### config.mk
export PLATFORM = sky130hd
export DESIGN_NAME = int_source_arbiter
export DESIGN_NICKNAME = d
export VERILOG_FILES = /design/src/rtl/int_arb_pkg.sv /design/src/rtl/int_sync_bank.sv /design/src/rtl/int_source_arbiter.sv
export SDC_FILE = /design/constraint.sdc
export NUM_CORES = 1
export LEC_CHECK = 0
export BUFFER_PORTS_ARGS = -buffer_cell sky130_fd_sc_hd__buf_4
export CORE_AREA = 2 2 95 97
export CTS_BUF_LIST = sky130_fd_sc_hd__clkbuf_4 sky130_fd_sc_hd__clkbuf_8
export CTS_CLUSTER_SIZE = 40
export DETAILED_ROUTE_END_ITERATION = 16
export DIE_AREA = 0 0 97 99
export SKIP_CTS_REPAIR_TIMING = 1
export SYNTH_ARGS = -nofsm -noshare
export SYNTH_HDL_FRONTEND = slang
export SYNTH_HIERARCHICAL = 1
export SYNTH_SLANG_ARGS = --single-unit
### constraint.sdc
create_clock -name CLK -period 3.5 [get_ports CLK]
set_clock_uncertainty 0.2 [all_clocks]
set_input_delay 0.175 -clock CLK [delete_from_list [all_inputs] [get_ports CLK]]
set_output_delay 0.175 -clock CLK [all_outputs]
set_load 0.02 [all_outputs]
### src/rtl/int_arb_pkg.sv
// Shared types, register map and priority-pick helper for the INT2 source arbiter.
package int_arb_pkg;

  typedef enum logic [1:0] {
    ST_IDLE,
    ST_CLAIM,
    ST_ACK,
    ST_WAIT_END
  } arb_state_t;

  localparam logic [1:0] REG_VBASE   = 2'd0;
  localparam logic [1:0] REG_ENABLE  = 2'd1;
  localparam logic [1:0] REG_PENDING = 2'd2;
  localparam logic [1:0] REG_STATUS  = 2'd3;

  localparam logic [7:0] SPURIOUS_VEC_DFLT = 8'h0F;

  // First set bit of mask at or above ptr, wrapping modulo n; ptr=0 gives fixed priority.
  function automatic logic [2:0] rr_pick(input logic [7:0] mask,
                                         input logic [2:0] ptr,
                                         input int unsigned n);
    logic [2:0] sel;
    logic       found;
    logic [3:0] idx;
    sel   = '0;
    found = 1'b0;
    for (int unsigned off = 0; off < 8; off++) begin
      idx = {1'b0, ptr} + 4'(off);
      if (idx >= 4'(n)) idx = idx - 4'(n);
      if (off < n && !found && mask[idx[2:0]]) begin
        sel   = idx[2:0];
        found = 1'b1;
      end
    end
    return sel;
  endfunction

endpackage

### src/rtl/int_sync_bank.sv
// Multi-stage synchroniser bank for asynchronous active-low request levels.
module int_sync_bank #(
  parameter int unsigned WIDTH  = 4,
  parameter int unsigned STAGES = 2
) (
  input  logic             CLK,
  input  logic             RESET,
  input  logic [WIDTH-1:0] d,
  output logic [WIDTH-1:0] q
);

  logic [WIDTH-1:0] stage [STAGES];

  // Resets to all-ones: the inputs are active-low, so this is the idle level.
  always_ff @(posedge CLK) begin
    if (RESET) begin
      for (int unsigned i = 0; i < STAGES; i++) stage[i] <= '1;
    end else begin
      stage[0] <= d;
      for (int unsigned i = 1; i < STAGES; i++) stage[i] <= stage[i-1];
    end
  end

  assign q = stage[STAGES-1];

endmodule

### src/rtl/int_source_arbiter.sv
// INT2 interrupt controller: masks and prioritises sources, runs the IACK claim/ack handshake.
module int_source_arbiter
  import int_arb_pkg::*;
#(
  parameter int unsigned NUM_SRC      = 4,
  parameter int unsigned SYNC_STAGES  = 2,
  parameter bit          RR_EN        = 1'b1,
  parameter logic [7:0]  SPURIOUS_VEC = SPURIOUS_VEC_DFLT
) (
  input  logic               CLK,
  input  logic               RESET,
  input  logic [NUM_SRC-1:0] src_req_n,
  input  logic               reg_wr,
  input  logic [1:0]         reg_addr,
  input  logic [7:0]         reg_wdata,
  output logic [7:0]         reg_rdata,
  input  logic               iack_start,
  input  logic               iack_ds,
  input  logic               cycle_end,
  output logic               int_req,
  output logic               iack_slave,
  output logic               iack_dtack,
  output logic [7:0]         vec_out
);

  arb_state_t state, next_state;

  logic [NUM_SRC-1:0] sync_n;
  logic [NUM_SRC-1:0] req;
  logic [NUM_SRC-1:0] pending;
  logic [NUM_SRC-1:0] enable;
  logic [NUM_SRC-1:0] pend_en;
  logic [NUM_SRC-1:0] clr_mask;
  logic [NUM_SRC-1:0] w1c_mask;
  logic [7:0]         vbase;
  logic               assigned;
  logic               spurious;
  logic [2:0]         winner;
  logic [2:0]         rr_ptr;
  logic [2:0]         pick;
  logic [7:0]         pend_ext;
  logic [7:0]         en_ext;
  logic [7:0]         vec_next;
  logic               start_claim;
  logic               complete;

  int_sync_bank #(
    .WIDTH (NUM_SRC),
    .STAGES(SYNC_STAGES)
  ) u_sync (
    .CLK  (CLK),
    .RESET(RESET),
    .d    (src_req_n),
    .q    (sync_n)
  );

  assign req     = ~sync_n;
  assign pend_en = pending & enable;

  always_comb begin
    pend_ext                = '0;
    en_ext                  = '0;
    pend_ext[NUM_SRC-1:0]   = pend_en;
    en_ext[NUM_SRC-1:0]     = enable;
  end

  assign pick     = rr_pick(pend_ext, RR_EN ? rr_ptr : 3'd0, NUM_SRC);
  assign vec_next = spurious ? SPURIOUS_VEC : {vbase[7:3], winner};

  always_comb begin
    next_state  = state;
    start_claim = 1'b0;
    complete    = 1'b0;
    unique case (state)
      ST_IDLE: begin
        if (iack_start && int_req) begin
          next_state  = ST_CLAIM;
          start_claim = 1'b1;
        end
      end
      ST_CLAIM: begin
        if (iack_ds)        next_state = ST_ACK;
        else if (cycle_end) next_state = ST_IDLE;
      end
      ST_ACK: begin
        if (cycle_end) begin
          next_state = ST_WAIT_END;
          complete   = 1'b1;
        end
      end
      ST_WAIT_END: next_state = ST_IDLE;
      default:     next_state = ST_IDLE;
    endcase
  end

  always_comb begin
    clr_mask = '0;
    w1c_mask = '0;
    for (int unsigned i = 0; i < NUM_SRC; i++) begin
      clr_mask[i] = complete && !spurious && (winner == 3'(i));
    end
    if (reg_wr && reg_addr == REG_PENDING) w1c_mask = reg_wdata[NUM_SRC-1:0];
  end

  always_ff @(posedge CLK) begin
    if (RESET) begin
      state <= ST_IDLE;
    end else begin
      state <= next_state;
    end
  end

  // Handshake outputs are registered off next_state so each asserts one cycle after its cause.
  always_ff @(posedge CLK) begin
    if (RESET) begin
      pending    <= '0;
      enable     <= '0;
      vbase      <= '0;
      assigned   <= 1'b0;
      spurious   <= 1'b0;
      winner     <= '0;
      rr_ptr     <= '0;
      int_req    <= 1'b0;
      iack_slave <= 1'b0;
      iack_dtack <= 1'b0;
      vec_out    <= '0;
    end else begin
      pending <= (pending & ~clr_mask & ~w1c_mask) | (req & enable);
      if (reg_wr && reg_addr == REG_VBASE) begin
        vbase    <= reg_wdata;
        assigned <= 1'b1;
      end
      if (reg_wr && reg_addr == REG_ENABLE) enable <= reg_wdata[NUM_SRC-1:0];
      if (start_claim) begin
        winner   <= pick;
        spurious <= (pend_en == '0);
      end
      if (complete && !spurious) begin
        rr_ptr <= (winner == 3'(NUM_SRC - 1)) ? 3'd0 : winner + 3'd1;
      end
      int_req    <= (|pend_en) && assigned && (next_state == ST_IDLE);
      iack_slave <= (next_state == ST_CLAIM);
      iack_dtack <= (next_state == ST_ACK);
      vec_out    <= (next_state == ST_ACK) ? vec_next : '0;
    end
  end

  always_comb begin
    reg_rdata = '0;
    unique case (reg_addr)
      REG_VBASE:   reg_rdata = vbase;
      REG_ENABLE:  reg_rdata = en_ext;
      REG_PENDING: reg_rdata = pend_ext;
      REG_STATUS:  reg_rdata = {1'b0, winner, 2'b00, (state != ST_IDLE), assigned};
      default:     reg_rdata = '0;
    endcase
  end

endmodule
---- After elaboration in Yosys (flattened, before gate mapping) ----
Memory sizes are Yosys's and may differ from the RTL's.
Index checks and enable logic that the tools add are counted.
word-level totals
  flip-flop bits (word level) ............. 37
  memory bits (writable) .................. 8
  word-level logic and storage cells ...... 116
  memories ................................ 1
operators by class
  add/sub/neg operators ................... 8
  $lt $le $gt $ge ......................... 8
  equal/unequal tests ..................... 11
  multiplexer cells ....................... 37
  bitwise operators ....................... 11
  reduce and logical (&&, ||, !) cells .... 27
memory list
  name          depth  bits a word  read ports  clocked after memory_dff  write ports  RTL line             text
  u_sync.stage  2      4            2           0                         2            int_sync_bank.sv:12  logic [WIDTH-1:0] stage [STAGES];
operator list
  kind                   number
  $pmux W8 S4            1
  $mux W3                9
  $and A4 B4 Y4          4
  $lt A3 B4 Y1 const B   4
  $mux W4                4
  $logic_and A1 B1 Y1    14
  $mux W1                14
  $bmux W1 S3            4
  $ge A4 B3 Y1 const B   3
  $not A4 Y4             3
  $sub A3 B3 Y3 const B  4
  $eq A2 B2 Y1 const B   5
  $add A3 B2 Y4 const B  2
  $mux W2                4
  $pmux W2 S4            1
  $eq A2 B1 Y1 const B   3
  $eq A3 B2 Y1 const B   2
  $logic_not A2 Y1       3
  $add A3 B1 Y4 const B  1
  $logic_not A1 Y1       4
  $logic_not A4 Y1       1
  $or A4 B4 Y4           1
  $reduce_or A4 Y1       1
  $add A3 B1 Y3 const B  1
  8 further kinds        9

---- Logic depth before layout (Yosys ltp) ----
Gate-level depths: netlist of run 1.
  depth in word-level cells ............... 14
  gate-level depth with buffers ........... 9
  depth with buffers taken out ............ 7

---- Cells and area by module ----
The synthesis of run 1 kept the hierarchy.
by module, submodules not included
  module              instances  cells an instance  area each (µm²)  seq. area each (µm²)
  int_source_arbiter  1          238                1854.3           740.7
  int_sync_bank       1          20                 240.2            160.2

---- Worst setup path after synthesis of run 1 ----
OpenSTA, ideal clock, no wires.
  path type ............................... flip-flop to flip-flop
  start ................................... reg rr_ptr[0]
  end ..................................... reg winner[0]
  setup time .............................. 91 ps
  arrival time ............................ 2310 ps
  data required time ...................... 3209 ps
  slack ................................... 899 ps
  stages on the path, launching flop included .. 10
  buffers on the path ..................... 2
  cells stage by stage .................... dfxtp_1 clkbuf_1 clkbuf_1 inv_1 ha_1 inv_1 mux4_2 a21o_1 a211o_1 a311oi_1
between the ends
  longest elaborated chain between the ends .. 14
  elaborated cells on any way between the ends .. 36
  those cells by class .................... add/sub (7); order compare (4); mux (19); reduce/logical (6)
ends and longest elaborated chain
  what                                                                    RTL line                   text
  start, declared                                                         int_source_arbiter.sv:39   logic [2:0] rr_ptr;
  start signal, assigned                                                  int_source_arbiter.sv:139  rr_ptr <= (winner == 3'(NUM_SRC - 1)) ? 3'd0 : winner + 3'd1;
  parallel branches: the longest is 13 deep, another holds $add A3 B1 Y4  n/a
  $mux W3 *                                                               int_arb_pkg.sv:30          if (off < n && !found && mask[idx[2:0]]) begin
  end signal, assigned                                                    int_source_arbiter.sv:135  winner <= pick;
  end, declared                                                           int_source_arbiter.sv:38   logic [2:0] winner;
Every way passes the cells marked *. The select of a mux whose other input is x is not followed.
A chain may end at the register's enable or synchronous reset.

---- Final worst setup path of run 1 ----
Same ends and word-level chain as after synthesis.

==> flow_summary.json, run 1 <==
{
  "clockRootBuffer": "clkbuf_8",
  "crit_type": "reg2reg",
  "clkPwrFrac_pct": 40.4,
  "grt_pass1_vias": 1917,
  "std_cell_rows": 34,
  "holdCritPathClass": "in2reg",
  "grt_max_degree": 37,
  "first_pass_iters": 4,
  "slew_violations": 0,
  "period_share_pct": 75.23,
  "grt_use_total_pct": 11.29,
  "yosysTopAreaCellShare_pct": 43.01,
  "synthDistinctLibCells": 45,
  "synth_cells": 258,
  "p_leak_nw": 1.031,
  "drv_cap": 0,
  "cts_tree": "done",
  "worst-r2r-cell-count": 7,
  "syn_area_per_cell_um2": 8.118,
  "placed_area_um2": 2447,
  "antenna_left": 0,
  "fin_util_pct": 31.49,
  "worst_setup_path_end_kind": "register",
  "post_drt_wl_per_cell_um": 12.96,
  "critical_path_arrival_ns": 2.65,
  "diodes": 0,
  "final_cell_mix": "dfxtp_1, nand2_1, buf_4",
  "comb_power_share_pct": 6.9,
  "initial_core_util_pct": 24.50,
  "ys_seq_area_share_pct": 43.01,
  "drive_gt1_share_pct": 17.49,
  "p_per_area_nw_per_um2": 372.5,
  "syn_nets": 284,
  "fin_setup_tns_ns": 0,
  "min_period_ns": 2.633,
  "numCtsBuffers": 5,
  "synth_top_area_cell": "dfxtp_1",
  "grt-ovfl-total": 0,
  "switchingPower_w": 0.0002236,
  "die_w_um": 97,
  "cts.sinks": 45,
  "io_buffer_count": 38,
  "async_flop_share_pct": 0,
  "required_ns": 3.52,
  "hold_viol": 2,
  "tightest_slew_ns": 0.6298,
  "synth.cell_area_um2": 2095,
  "critPathMaxStageDelay_ns": 0.71,
  "pre_cts_ws_ns": 0.9033,
  "setup_violations": 0,
  "p_seq_share_pct": 52.7,
  "violations": "hold timing",
  "synthTopCellsByArea": "dfxtp_1, nand2_1, a21oi_1",
  "final_nets": 328,
  "yosys_register_bits": 45,
  "drt_wl_total_um": 5325,
  "holdWs_ns": -0.01177,
  "area_growth_syn_to_layout_pct": 28.55,
  "cts_buffer_depth": 2,
  "swShare_pct": 22.29,
  "dieArea_um2": 9603,
  "yosysWarnings": 6,
  "place.gp.congestion": 0.8175,
  "grt_pass1_wl_um": 8873,
  "ir_drop_v": 0.0001692,
  "start_kind": "register",
  "core-area_um2": 8551,
  "run_status": "finished with violations",
  "critPathSlowestCell": "dfxtp_1",
  "hold_depth": 3,
  "clock_latency_ns": 0.30,
  "synth_edf_count": 0,
  "fmax_mhz": 379.8,
  "timing.final.ws_setup_ns": 0.8668,
  "final_common_cell": "dfxtp_1",
  "crit_chain": "inv_1 -> ha_1 -> inv_1 -> mux4_2 -> a21o_1 -> a211o_1 -> a311oi_1",
  "rsz0062_at_grt": "no",
  "path_max_fanout": 19,
  "final_area_um2": 2693,
  "critPathMostFrequentCell": "inv_1",
  "synth_ff_type": "dfxtp_1",
  "ios": 39,
  "die_height_um": 99,
  "slew_headroom_pct": 57.86,
  "dr.first_iter.drc_count": 141,
  "drc": 0,
  "clk_pin_slew_worst_paths_ns": 0.09,
  "viasPerCell": 4.674,
  "dpl.hpwl_um": 3928,
  "antenna_found_initial": 0,
  "vias": 1921,
  "intPower_w": 0.0007794,
  "htree_levels": 2
}
-- routing by layer --
metal	wire length, um	track usage, %
met5	0	0
met4	146	5.417
met3	242	2.908
met2	2541	18.54
met1	2394	13.84
-- cell families after synthesis --
| logic type | share of synthesized area (%) |
|---|---|
| flops | 43.01 |
| mux | 1.553 |
| fa+ha+maj | 3.584 |
| buf+inv | 5.556 |
| simple gates | 28.38 |
| compound gates | 17.92 |
-- area by class of cell --
cell class	instances	area, um2
tap	108	135.1
clock inverter	2	38.79
fill	920	5858
multi-input combinational	186	1077
inverter	13	48.80
timing repair buffer	51	415.4
sequential	45	900.9
clock buffer	6	76.32
-- state kept, by name (all words and copies together) (netlist names) --
register      cells
vec_out           8
vbase             8
u_sync/stage      8
winner            3
spurious          1
assigned          1
rr_ptr            3
int_req           1
iack_dtack        1
state             2
iack_slave        1
enable            4
pending           4
-- synthesized netlist by cell type, types with 2 or more instances --
cell,n
and2_1,5
ha_1,6
o2111ai_1,3
o21ai_0,9
a21o_1,3
nor3_1,3
clkbuf_1,10
nor2b_1,6
nor2_1,28
a22oi_1,2
nor3b_1,6
buf_4,4
a21oi_1,22
dfxtp_1,45
a22o_1,3
nand2_2,4
or2_1,8
a32oi_1,3
nand2_1,38
inv_1,13
a31oi_1,2
nand3_1,12
-- power by group through the flow --
stage / clock network (W) / logic [W] / registers, W
floorplan: 0 / 0.0000311 / 0.000538
global placement: 0 / 0.0000584 / 0.000540
detailed placement: 0 / 0.0000589 / 0.000541
CTS: 0.000419 / 0.0000592 / 0.000529
global route: 0.000435 / 0.0000778 / 0.000530
finish: 0.000405 / 0.0000697 / 0.000529
-- metrics by stage --
stage / cells / power [W] / hold WS [ns]
final: 411 / 0.001003 / -0.01177
after CTS: 398 / 0.001007 / -0.1548
after global placement: 390 / 0.0005988 / 0.1549
after global routing: 411 / 0.001043 / 0.009366
after floorplan: 258 / 0.0005690 / 0.07214
after detailed placement: 390 / 0.0005996 / 0.1576
-- critical path: cells and delay by family (launching register included) --
family                   cells  cell delay, ns
flip-flops                   1            0.71
AO/OA/AOI/OAI                3            0.66
multiplexers                 1            0.30
adder cells (fa/ha/maj)      1            0.40
buffers and inverters        2            0.27
-- final timing paths --
path | from | endpoint | slack (ns)
worst min-delay path | reg_wr | enable[3] | -0.01
worst max-delay path | rr_ptr[0] | winner[0] | 0.87
worst max register to register | rr_ptr[0] | winner[0] | 0.87
worst min register to register | u_sync/stage[0][3] | u_sync/stage[0][7] | 0.21
Note: power is estimated with default switching activity, not from simulation.
==> run 2, diff against run 1 <==
==> constraint.sdc (replaced) <==
create_clock -name CLK -period 2.5 [get_ports CLK]
set_clock_uncertainty 0.2 [all_clocks]
set_input_delay 0.125 -clock CLK [delete_from_list [all_inputs] [get_ports CLK]]
set_output_delay 0.125 -clock CLK [all_outputs]
set_load 0.02 [all_outputs]
==> flow_summary.json, run 2 (same netlist as run 1, synthesis figures left out) <==
{
  "run_status": "completed",
  "diodes": 0,
  "comb_power_share_pct": 7.6,
  "io_buffer_count": 38,
  "holdCritPathClass": "in2reg",
  "slew_violations": 0,
  "top_usage_layer": "met2",
  "num-fill-cells": 913,
  "critPathSlowestCell": "ha_1",
  "switchingPower_w": 0.0003004,
  "required_ns": 2.51,
  "critPathMaxStageDelay_ns": 0.36,
  "drc": 0,
  "core-area_um2": 8551,
  "period_share_pct": 85.51,
  "drive_gt1_share_pct": 18.03,
  "cts_buffer_depth": 2,
  "std_cell_rows": 34,
  "p_seq_share_pct": 56.9,
  "grt-ovfl-total": 0,
  "dpl.hpwl_um": 3954,
  "grt_max_degree": 37,
  "use_met1_pct": 14.66,
  "path_buf_inv": 2,
  "fmax_mhz": 467.8,
  "grt_pass1_vias": 1826,
  "worst_setup_path_end_kind": "register",
  "dieArea_um2": 9603,
  "numCtsBuffers": 5,
  "initial_core_util_pct": 24.50,
  "clkPwrFrac_pct": 35.5,
  "die_w_um": 97,
  "dr.first_iter.drc_count": 121,
  "critPathMostFrequentCell": "inv_1",
  "path_max_fanout": 6,
  "met2_usage_pct": 18.54,
  "ir_drop_v": 0.0002722,
  "rsz0062_at_grt": "no",
  "swShare_pct": 23.10,
  "slew_headroom_pct": 59.30,
  "critical_path_arrival_ns": 2.15,
  "p_per_area_nw_per_um2": 483.5,
  "hold_viol": 0,
  "crit_type": "reg2reg",
  "start_kind": "register",
  "post-place-cells": 393,
  "cts_tree": "done",
  "final_common_cell": "dfxtp_1",
  "area_growth_syn_to_layout_pct": 28.43,
  "place.gp.congestion": 0.8373,
  "reg_top3": "u_sync/stage: 8 flops, vbase: 8 flops, vec_out: 8 flops",
  "drt_wl_total_um": 5389,
  "crit_chain": "inv_1 -> ha_1 -> inv_1 -> mux4_2 -> a21o_1 -> a211o_1 -> a311oi_1",
  "use_met3_pct": 2.340,
  "final_nets": 331,
  "drv_cap": 0,
  "p_leak_nw": 1.034,
  "ios": 39,
  "final_cell_mix": "dfxtp_1, buf_4, nand2_1",
  "vias": 1938,
  "intPower_w": 0.001000,
  "antenna_left": 0,
  "htree_levels": 2,
  "antenna_found_initial": 0,
  "fin_setup_tns_ns": 0,
  "die_height_um": 99,
  "first_pass_iters": 4,
  "setup_violations": 0,
  "p_total_w": 0.001301,
  "clock_latency_ns": 0.30,
  "tightest_slew_ns": 0.6093,
  "finalNonFillerCells": 413,
  "min_period_ns": 2.138,
  "clk_pin_slew_worst_paths_ns": 0.09,
  "critPathTopFamily": "compound AO/OA/AOI/OAI gates",
  "post_drt_wl_per_cell_um": 13.05,
  "viasPerCell": 4.692,
  "cts.sinks": 45,
  "grt_pass1_wl_um": 8866,
  "clockRootBuffer": "clkbuf_8",
  "grt_use_total_pct": 11.26
}
run 2: routing by layer:
layer	share of wire (%)	wire (um)	vias to the layer above
met1	48	2585	909
met2	47	2512	44
met5	0	0	-
li1	-	-	976
met4	1.4	78	0
met3	3.9	212	9
run 2: final timing paths:
| path | startpoint | endpoint | slack (ns) | depth (start not counted) |
|---|---|---|---|---|
| setup / recovery | rr_ptr[1] | winner[0] | 0.36 | 7 |
| hold / removal | RESET | pending[0] | 0.01 | 2 |
| setup reg to reg | rr_ptr[1] | winner[0] | 0.36 | 7 |
| hold reg to reg | u_sync/stage[0][3] | u_sync/stage[0][7] | 0.21 | 1 |
run 2: area by class of cell:
class                      instances  area [um2]  share of cell area [%]
multi-input combinational        186        1077                   40.05
sequential                        45       900.9                   33.49
timing repair buffer              54       437.9                   16.28
tap                              108       135.1                   5.023
clock buffer                       6       82.58                   3.070
inverter                          13       48.80                   1.814
clock inverter                     1       7.507                  0.2791
run 2: power groups by stage:
stage	logic [W]	clock network (W)	registers, W
after floorplan	0.0000435	0	0.000753
final	0.0000993	0.000462	0.000739
after global placement	0.0000832	0	0.000756
after global routing	0.000110	0.000512	0.000741
after detailed placement	0.0000836	0	0.000756
after CTS	0.0000840	0.000479	0.000739
run 2: metrics by stage:
step	area, um2	setup slack, ns	utilization (%)	hold slack, ns
after floorplan	2097	0.1041	-	0.02214
after global placement	2470	0.4179	28.88	0.1021
after detailed placement	2470	0.3977	28.88	0.1076
after CTS	2560	0.3674	29.94	-0.2105
after global routing	2690	0.2669	31.46	0.02845
final	2690	0.3622	31.46	0.01350
==> run 3, diff against run 2 <==
--- a/config.mk
+++ b/config.mk
@@ -11,6 +11,7 @@
 export CTS_CLUSTER_SIZE = 40
 export DETAILED_ROUTE_END_ITERATION = 16
 export DIE_AREA = 0 0 97 99
+export PLACE_DENSITY = 0.38
 export SKIP_CTS_REPAIR_TIMING = 1
 export SYNTH_ARGS = -nofsm -noshare
 export SYNTH_HDL_FRONTEND = slang
==> flow_summary.json, run 3 (same netlist as run 1, synthesis figures left out) <==
{
  "first_pass_iters": 4,
  "antenna_left": 0,
  "crit_type": "reg2reg",
  "crit_chain": "inv_1 -> ha_1 -> inv_1 -> mux4_2 -> a21o_1 -> a211o_1 -> a311oi_1",
  "tightest_slew_ns": 0.4872,
  "dr.first_iter.drc_count": 65,
  "drive_gt1_share_pct": 18.57,
  "run_status": "completed",
  "holdCritPathClass": "in2reg",
  "grt_pass1_vias": 1842,
  "rr_endpoint": "winner[0]",
  "path_buf_inv": 2,
  "critPathMostFrequentCell": "inv_1",
  "htree_levels": 2,
  "grt_pass1_wl_um": 9487,
  "finalNonFillerCells": 415,
  "p_total_w": 0.001318,
  "comb_power_share_pct": 7.7,
  "std_cell_rows": 34,
  "path_max_fanout": 6,
  "clkPwrFrac_pct": 36.2,
  "startpoint": "rr_ptr[0]",
  "post_drt_wl_per_cell_um": 14.30,
  "intPower_w": 0.0009818,
  "reg2reg_from": "rr_ptr[0]",
  "clk_pin_slew_worst_paths_ns": 0.10,
  "slew_violations": 0,
  "grt-ovfl-total": 0,
  "switchingPower_w": 0.0003364,
  "critPathMaxStageDelay_ns": 0.37,
  "drc": 0,
  "cts_tree": "done",
  "die_w_um": 97,
  "die_height_um": 99,
  "place.gp.congestion": 0.8726,
  "grt_use_total_pct": 12.35,
  "clock_latency_ns": 0.30,
  "rrSetupSlack_ns": 0.35,
  "dieArea_um2": 9603,
  "p_leak_nw": 1.041,
  "final_common_cell": "dfxtp_1",
  "slew_headroom_pct": 67.18,
  "worstSetupEndpoint": "winner[0]",
  "final_nets": 332,
  "cts.sinks": 45,
  "area_growth_syn_to_layout_pct": 28.79,
  "p_seq_share_pct": 56.1,
  "fin_setup_tns_ns": 0,
  "critPathTopFamily": "compound AO/OA/AOI/OAI gates",
  "initial_core_util_pct": 24.50,
  "fmax_mhz": 465.9,
  "drt_wl_total_um": 5935,
  "setup_violations": 0,
  "min_period_ns": 2.146,
  "diodes": 0,
  "p_per_area_nw_per_um2": 488.6,
  "swShare_pct": 25.52,
  "critPathSlowestCell": "ha_1",
  "ios": 39,
  "start_kind": "register",
  "post-place-cells": 394,
  "required_ns": 2.51,
  "core-area_um2": 8551,
  "clockRootBuffer": "clkbuf_8",
  "timing.final.ws_setup_ns": 0.3537,
  "worst-r2r-cell-count": 7,
  "vias": 1933,
  "viasPerCell": 4.658,
  "final_cell_mix": "dfxtp_1, buf_4, nand2_1",
  "cts_buffer_depth": 2,
  "period_share_pct": 85.85,
  "numCtsBuffers": 5,
  "drv_cap": 0,
  "ir_drop_v": 0.0001862,
  "pre_cts_ws_ns": 0.3474,
  "critical_path_arrival_ns": 2.16,
  "rsz0062_at_grt": "no",
  "dpl.hpwl_um": 4304,
  "grt_max_degree": 37,
  "worst_setup_path_end_kind": "register",
  "io_buffer_count": 38,
  "cp.depth": 7,
  "hold_viol": 0,
  "reg_top3": "u_sync/stage: 8 flops, vbase: 8 flops, vec_out: 8 flops",
  "antenna_found_initial": 0
}
[run 3: cell types whose count changed in the layout (fill, tap and decap cells not counted)]
cell      before  now
buf_4         41   42
clkbuf_8       6    5
clkinv_2       0    1
inv_6          0    1
[run 3: worst register-to-register path, cell delays in order, from the launching register on]
cell and delay (ns):
dfxtp_1 0.34, inv_1 0.07, ha_1 0.37, inv_1 0.11, mux4_2 0.30, a21o_1 0.17, a211o_1 0.24, a311oi_1 0.26
[run 3: per-stage QoR]
step / area, um2 / util [%] / hold slack [ns]
after floorplan: 2097 / - / 0.02214
after global placement: 2477 / 28.97 / 0.1034
after detailed placement: 2477 / 28.97 / 0.1081
after CTS: 2567 / 30.03 / -0.2118
after global routing: 2698 / 31.55 / 0.02608
final: 2698 / 31.55 / 0.02885
[run 3: layer usage]
metal	vias to the layer above	wire length, um	GRT usage [%]	part of all wire (%)
li1	987	-	-	-
met1	904	2900	16.62	49
met2	38	2726	19.55	46
met3	4	240	2.766	4.0
met4	0	68	4.334	1.1
met5	-	0	0	0
[run 3: layout make-up]
cell class,count,area [um2]
clock buffer,5,68.82
tap,108,135.1
inverter,13,48.80
sequential,45,900.9
multi-input combinational,186,1077
fill,930,5853
clock inverter,3,21.27
timing repair buffer,55,445.4
[run 3: power by group through the flow]
stage,Combinational [W],Clock [W],Sequential [W]
4_1_cts,0.0000872,0.000505,0.000740
2_1_floorplan,0.0000435,0,0.000753
6_report,0.000101,0.000477,0.000739
3_3_place_gp,0.0000877,0,0.000756
5_1_grt,0.000113,0.000534,0.000742
3_5_place_dp,0.0000870,0,0.000756
[run 3: worst min-delay path by stage]
stage                             from                  to  slack, ns  depth (start not counted)
after floorplan           src_req_n[0]  u_sync/stage[0][0]       0.02                          1
after global placement    src_req_n[2]  u_sync/stage[0][2]       0.10                          2
after detailed placement  src_req_n[3]  u_sync/stage[0][3]       0.11                          2
after CTS                 src_req_n[3]  u_sync/stage[0][3]      -0.21                          2
after global routing             RESET          pending[1]       0.03                          2
final                            RESET            spurious       0.03                          2
